### config.mk
export PLATFORM = sky130hd
export DESIGN_NAME = game_round_ctrl_flat
export DESIGN_NICKNAME = d
export VERILOG_FILES = /design/src/rtl/game_round_ctrl_pkg.sv /design/src/rtl/game_round_ctrl_if.sv /design/src/rtl/game_round_ctrl_rise_detect.sv /design/src/rtl/game_round_ctrl.sv /design/src/flat_wrapper.sv
export SDC_FILE = /design/constraint.sdc
export NUM_CORES = 1
export LEC_CHECK = 0
export ABC_CLOCK_PERIOD_IN_PS = 2350
export CAP_MARGIN = 15
export CORE_UTILIZATION = 50
export DETAILED_ROUTE_END_ITERATION = 7
export PLACE_DENSITY = 0.82
export SETUP_SLACK_MARGIN = 0.15
export SYNTH_ARGS = -nofsm -noshare
export SYNTH_HDL_FRONTEND = slang
export SYNTH_SLANG_ARGS = --single-unit
export TNS_END_PERCENT = 20
### constraint.sdc
create_clock -name i_clk -period 2.35 [get_ports i_clk]
set_input_delay 0.47 -clock i_clk [delete_from_list [all_inputs] [get_ports i_clk]]
set_output_delay 0.47 -clock i_clk [all_outputs]
set_load 0.05 [all_outputs]
### src/rtl/game_round_ctrl_pkg.sv
// Shared definitions for the game round sequencer: state encoding, default widths and scoring.
package game_round_ctrl_pkg;

   localparam int unsigned DefTimeW  = 5;
   localparam int unsigned DefScoreW = 8;

   typedef enum logic [2:0] {
      StIdle  = 3'd0,
      StArm   = 3'd1,
      StPlay  = 3'd2,
      StScore = 3'd3,
      StNext  = 3'd4,
      StDone  = 3'd5
   } state_e;

   // A wrong answer scores nothing; a fast correct answer earns one bonus point.
   function automatic logic [1:0] calc_pts(input logic correct, input logic bonus);
      if (!correct) return 2'd0;
      return bonus ? 2'd2 : 2'd1;
   endfunction

endpackage

### src/rtl/game_round_ctrl_if.sv
// Front-panel and timer signals of the round sequencer; slave is the sequencer side.
interface game_round_ctrl_if
   import game_round_ctrl_pkg::*;
#(
   parameter int unsigned TIME_W  = DefTimeW,
   parameter int unsigned SCORE_W = DefScoreW
);

   logic               btn_start;
   logic               answer_valid;
   logic               answer_correct;
   logic [TIME_W-1:0]  time_display;
   logic               time_signal;
   logic               timer_start;
   logic [SCORE_W-1:0] score;
   logic [3:0]         round_num;
   logic               round_active;
   logic               game_over;

   modport master (
      output btn_start, answer_valid, answer_correct, time_display, time_signal,
      input  timer_start, score, round_num, round_active, game_over
   );

   modport slave (
      input  btn_start, answer_valid, answer_correct, time_display, time_signal,
      output timer_start, score, round_num, round_active, game_over
   );

endinterface

### src/rtl/game_round_ctrl_rise_detect.sv
// Registered rising-edge detector for an already-synchronised button level.
module game_round_ctrl_rise_detect (
   input  logic i_clk,
   input  logic i_reset,
   input  logic i_din,
   output logic o_rise
);

   logic r_din;

   always_ff @(posedge i_clk) begin
      if (i_reset) begin
         r_din <= 1'b0;
      end else begin
         r_din <= i_din;
      end
   end

   assign o_rise = i_din & ~r_din;

endmodule

### src/rtl/game_round_ctrl.sv
// Round sequencer around time_counter: arms the timer, ends rounds on answer or expiry,
// accumulates a saturating score with a fast-answer bonus.
module game_round_ctrl
   import game_round_ctrl_pkg::*;
#(
   parameter int unsigned NUM_ROUNDS   = 10,
   parameter int unsigned TIME_W       = DefTimeW,
   parameter int unsigned SCORE_W      = DefScoreW,
   parameter int unsigned BONUS_THRESH = 10
) (
   input logic               i_clk,
   input logic               i_reset,
   game_round_ctrl_if.slave  bus
);

   state_e             r_state;
   logic               r_timer_start;
   logic               r_round_active;
   logic               r_game_over;
   logic [SCORE_W-1:0] r_score;
   logic [3:0]         r_round_num;
   logic               r_armed;
   logic [1:0]         r_pts;

   logic               w_start_rise;
   logic [TIME_W-1:0]  w_time_display;
   logic               w_bonus;
   logic               w_last;
   logic               w_round_end;
   logic [SCORE_W:0]   w_sum;
   logic [SCORE_W-1:0] w_score_sat;

   game_round_ctrl_rise_detect u_start_rise (
      .i_clk   (i_clk),
      .i_reset (i_reset),
      .i_din   (bus.btn_start),
      .o_rise  (w_start_rise)
   );

   assign w_time_display = bus.time_display;
   assign w_bonus        = 32'(w_time_display) >= BONUS_THRESH;
   assign w_last         = r_round_num == 4'(NUM_ROUNDS);
   // Expiry only counts once the timer has been seen running this round.
   assign w_round_end    = bus.answer_valid | (r_armed & bus.time_signal);
   assign w_sum          = {1'b0, r_score} + (SCORE_W + 1)'(r_pts);
   assign w_score_sat    = w_sum[SCORE_W] ? '1 : w_sum[SCORE_W-1:0];

   always_ff @(posedge i_clk) begin
      if (i_reset) begin
         r_state        <= StIdle;
         r_timer_start  <= 1'b0;
         r_round_active <= 1'b0;
         r_game_over    <= 1'b0;
      end else begin
         r_timer_start <= 1'b0;
         case (r_state)
            StIdle: begin
               if (w_start_rise) begin
                  r_state       <= StArm;
                  r_timer_start <= 1'b1;
               end
            end
            StArm: begin
               r_state        <= StPlay;
               r_round_active <= 1'b1;
            end
            StPlay: begin
               if (w_round_end) begin
                  r_state        <= StScore;
                  r_round_active <= 1'b0;
               end
            end
            StScore: r_state <= StNext;
            StNext: begin
               if (w_last) begin
                  r_state     <= StDone;
                  r_game_over <= 1'b1;
               end else begin
                  r_state       <= StArm;
                  r_timer_start <= 1'b1;
               end
            end
            StDone: begin
               if (w_start_rise) begin
                  r_state       <= StArm;
                  r_timer_start <= 1'b1;
                  r_game_over   <= 1'b0;
               end
            end
            default: begin
               r_state        <= StIdle;
               r_round_active <= 1'b0;
               r_game_over    <= 1'b0;
            end
         endcase
      end
   end

   always_ff @(posedge i_clk) begin
      if (i_reset) begin
         r_score     <= '0;
         r_round_num <= '0;
         r_armed     <= 1'b0;
         r_pts       <= '0;
      end else begin
         case (r_state)
            StIdle, StDone: begin
               if (w_start_rise) begin
                  r_score     <= '0;
                  r_round_num <= 4'd1;
               end
            end
            StArm: r_armed <= 1'b0;
            StPlay: begin
               if (!bus.time_signal) r_armed <= 1'b1;
               if (bus.answer_valid) begin
                  r_pts <= calc_pts(bus.answer_correct, w_bonus);
               end else if (r_armed && bus.time_signal) begin
                  r_pts <= '0;
               end
            end
            StScore: r_score <= w_score_sat;
            StNext: begin
               if (!w_last) r_round_num <= r_round_num + 4'd1;
            end
            default: begin
               r_score     <= '0;
               r_round_num <= '0;
               r_armed     <= 1'b0;
            end
         endcase
      end
   end

   assign bus.timer_start  = r_timer_start;
   assign bus.score        = r_score;
   assign bus.round_num    = r_round_num;
   assign bus.round_active = r_round_active;
   assign bus.game_over    = r_game_over;

endmodule

### src/flat_wrapper.sv
// flat-port wrapper written by rule: the top's interface ports become plain ports
module game_round_ctrl_flat import game_round_ctrl_pkg::*;
#(
   parameter int unsigned NUM_ROUNDS   = 10,
   parameter int unsigned TIME_W       = DefTimeW,
   parameter int unsigned SCORE_W      = DefScoreW,
   parameter int unsigned BONUS_THRESH = 10
)
  (i_clk, i_reset, bus_btn_start, bus_answer_valid, bus_answer_correct, bus_time_display, bus_time_signal, bus_timer_start, bus_score, bus_round_num, bus_round_active, bus_game_over);
  game_round_ctrl_if #(.TIME_W(TIME_W), .SCORE_W(SCORE_W)) bus_i ();
  input logic i_clk;
  input logic i_reset;
  input wire logic [$bits(bus_i.btn_start)-1:0] bus_btn_start;
  input wire logic [$bits(bus_i.answer_valid)-1:0] bus_answer_valid;
  input wire logic [$bits(bus_i.answer_correct)-1:0] bus_answer_correct;
  input wire logic [$bits(bus_i.time_display)-1:0] bus_time_display;
  input wire logic [$bits(bus_i.time_signal)-1:0] bus_time_signal;
  output wire logic [$bits(bus_i.timer_start)-1:0] bus_timer_start;
  output wire logic [$bits(bus_i.score)-1:0] bus_score;
  output wire logic [$bits(bus_i.round_num)-1:0] bus_round_num;
  output wire logic [$bits(bus_i.round_active)-1:0] bus_round_active;
  output wire logic [$bits(bus_i.game_over)-1:0] bus_game_over;
  assign bus_i.btn_start = bus_btn_start;
  assign bus_i.answer_valid = bus_answer_valid;
  assign bus_i.answer_correct = bus_answer_correct;
  assign bus_i.time_display = bus_time_display;
  assign bus_i.time_signal = bus_time_signal;
  assign bus_timer_start = bus_i.timer_start;
  assign bus_score = bus_i.score;
  assign bus_round_num = bus_i.round_num;
  assign bus_round_active = bus_i.round_active;
  assign bus_game_over = bus_i.game_over;
  game_round_ctrl #(.NUM_ROUNDS(NUM_ROUNDS), .TIME_W(TIME_W), .SCORE_W(SCORE_W), .BONUS_THRESH(BONUS_THRESH)) u_core (.i_clk(i_clk), .i_reset(i_reset), .bus(bus_i));
endmodule
==> metrics.cfg <==
[critical_path]
critical_path.max_fanout = 7
required_ns = 1.88
crit_slowest_cell = clkdlybuf4s50_1
critPathBufInv = 1
crit_type = register to output pin
critPathArrivalTime_ns = 1.60
start_kind = register
cp_top_family = buffers and inverters
cp_cell_sequence = clkdlybuf4s50_1
cp-end-kind = output pin
max_stage_delay_ns = 0.84

[floorplan]
chipWidth_microns = 52.20
core_sq_um = 2297
start_util_pct = 54.85
die_area_sq_um = 2725
io_pins = 26
die_height_microns = 52.20
rows = 17

[timing]
layout_setup_ws_ns = 0.2773
finalCriticalPeriod_ns = 2.073
final-hold-violation-count = 0
setup_viol = 0
tns_ns = 0
slew_viol_final = 0
rsz0062_at_grt = no
finalCritPeriodShare_pct = 88.20
tightest_slew_ns = 0.6161
finalClockSkew_ns = 0.0008611
relSlewSlack_pct = 58.87
max_freq_mhz = 482.5

[synth]
synthFlopType = dfxtp_1
yosysMostFrequentCell = dfxtp_1
async_reset_ff_share_pct = 0
yosysSeqAreaShare_pct = 34.96
ys_ff_latch = 22
post-synth-top-area-cell = dfxtp_1
ys_types = 45
synth.top_cell.area_share_pct = 34.96
yosys_warnings = 0
synth.net_count = 168
synth.area.top_cells = dfxtp_1, nor2_1, inv_1
synth_cells = 152
synthTopCellsByCount = dfxtp_1, nor2_1, inv_1
synth-edff-count = 0
syn_area_sq_um = 1260
synth.avg_cell_area_sq_um = 8.289

[place]
dp_hpwl_microns = 1983
pre_cts_ws_ns = 0.1377
io_buffer_count = 24
placed_cell_area_sq_um = 1521
gp_congestion = 0.8867

[routing]
drtIter0Drc = 17
postRouteAntennaNets = 0
wl_microns = 2648
vias = 1173
routedWlPerCell_microns = 13.04
via_per_inst = 5.778
dr.pass1.iters = 4
post-route-drc-count = 0

[global_routing]
grt_max_degree = 20
track_usage_pct = 22.71
grt_pass1_vias = 1106
antenna_found_initial = 0
overflow = 0
grt_pass1_wl_microns = 4567

[final_layout]
area_growth_pct = 22.54
final_cell_area_sq_um = 1544
finalNetCount = 193
drive_gt1_share_pct = 4.571
post-route-util_pct = 67.21
num_antenna_cells = 0

[clocking]
post_cts_buffers = 0
cts_max_level = 1
ctsResizeCount = 0
clk_pin_slew_worst_paths_ns = 0.12
tritoncts = yes
clock_latency_ns = 0.31
cts_buffers = 3
cts_hold_buf = 0
cts_buffer_depth = 2
clkSinkCount = 22
root_buffer = clkbuf_4

[power]
p_leak_nw = 0.5373
vdd_drop_max_uv = 386.2
total_power_mw = 0.7549
power_density_nw_per_um2 = 489.0

[min_path]
min_path_type = register to register

[status]
status = finished, final reports clean

[run]
drv_cap = 0

## per-layer routing
layer / global-route usage [%] / up-vias / routed length, microns
met5: 0 / - / 0
met4: 12.72 / 0 / 60
met3: 3.478 / 7 / 109
met2: 37.82 / 36 / 1272
met1: 27.75 / 530 / 1205
li1: - / 600 / -
## cells in the final DEF (no fill, tap or decap), types with 2 or more instances in the layout
| master | netlist | layout |
|---|---|---|
| nor2_1 | 19 | 19 |
| nand4b_1 | 2 | 2 |
| ha_1 | 4 | 4 |
| dfxtp_1 | 22 | 22 |
| a22oi_1 | 2 | 2 |
| clkdlybuf4s50_1 | 0 | 24 |
| and3_1 | 2 | 2 |
| a2bb2oi_1 | 2 | 2 |
| a21oi_1 | 6 | 6 |
| nand2_1 | 6 | 6 |
| nand3_1 | 5 | 5 |
| a21o_1 | 3 | 3 |
| o21ai_1 | 2 | 2 |
| a31oi_1 | 2 | 2 |
| nor2b_1 | 4 | 4 |
| o21ai_0 | 4 | 4 |
| o32ai_1 | 4 | 4 |
| a211oi_1 | 3 | 3 |
| a21boi_1 | 2 | 2 |
| clkbuf_4 | 0 | 3 |
| or2_1 | 2 | 2 |
| and3b_1 | 2 | 2 |
| nor3b_1 | 2 | 2 |
| o31ai_1 | 4 | 4 |
| a2111oi_0 | 2 | 2 |
| o22a_1 | 2 | 2 |
| buf_4 | 0 | 3 |
| nand2b_1 | 3 | 3 |
| o21a_1 | 3 | 3 |
| nor3_1 | 3 | 3 |
| inv_1 | 14 | 14 |
## area by class of cell
class | instances | area (sq um)
Sequential cell | 22 | 440.4
Inverter | 14 | 52.55
Multi-Input combinational cell | 109 | 730.7
Timing Repair Buffer | 27 | 262.8
Clock buffer | 3 | 22.52
Tap cell | 28 | 35.03
Fill cell | 202 | 753.2
## cell families after synthesis
family | Yosys count | share of synthesized area, %
simple gates | 56 | 24.03
xor+xnor | 1 | 0.6953
fa+ha+maj | 5 | 5.561
buf+inv | 21 | 7.050
flops | 22 | 34.96
compound gates | 47 | 27.71
## final timing paths
path | startpoint | endpoint | slack, ns | cells after the start
setup / recovery | u_core.bus.score[2]$_SDFFE_PP0P_ | bus_score[2] | 0.28 | 1
hold / removal | u_core.bus.round_num[3]$_SDFFE_PP0P_ | u_core.bus.round_num[3]$_SDFFE_PP0P_ | 0.51 | 1
setup reg to reg | u_core.bus.score[0]$_SDFFE_PP0P_ | u_core.bus.score[1]$_SDFFE_PP0P_ | 0.40 | 7
hold reg to reg | u_core.bus.round_num[3]$_SDFFE_PP0P_ | u_core.bus.round_num[3]$_SDFFE_PP0P_ | 0.51 | 1
## where the power goes
group	internal [mW]	total, mW	switching (mW)
Sequential	0.388	0.410	0.0210
Clock	0.0600	0.176	0.116
Combinational	0.0763	0.170	0.0936
## flip-flops by register name, summed over array words and instances (netlist names)
name / count
u_core.r_pts: 2
u_core.bus.round_active: 1
u_core.bus.timer_start: 1
u_core.bus.round_num: 4
u_core.bus.score: 8
u_core.bus.game_over: 1
u_core.r_armed: 1
u_core.u_start_rise.r_din: 1
u_core.r_state: 3
## stage by stage
step	cells	hold WS [ns]
floorplan	152	0.4578
global placement	200	0.4863
detailed placement	200	0.5020
CTS	203	0.5179
global route	203	0.5413
finish	203	0.5122
Power figures use the tool's default switching activity.
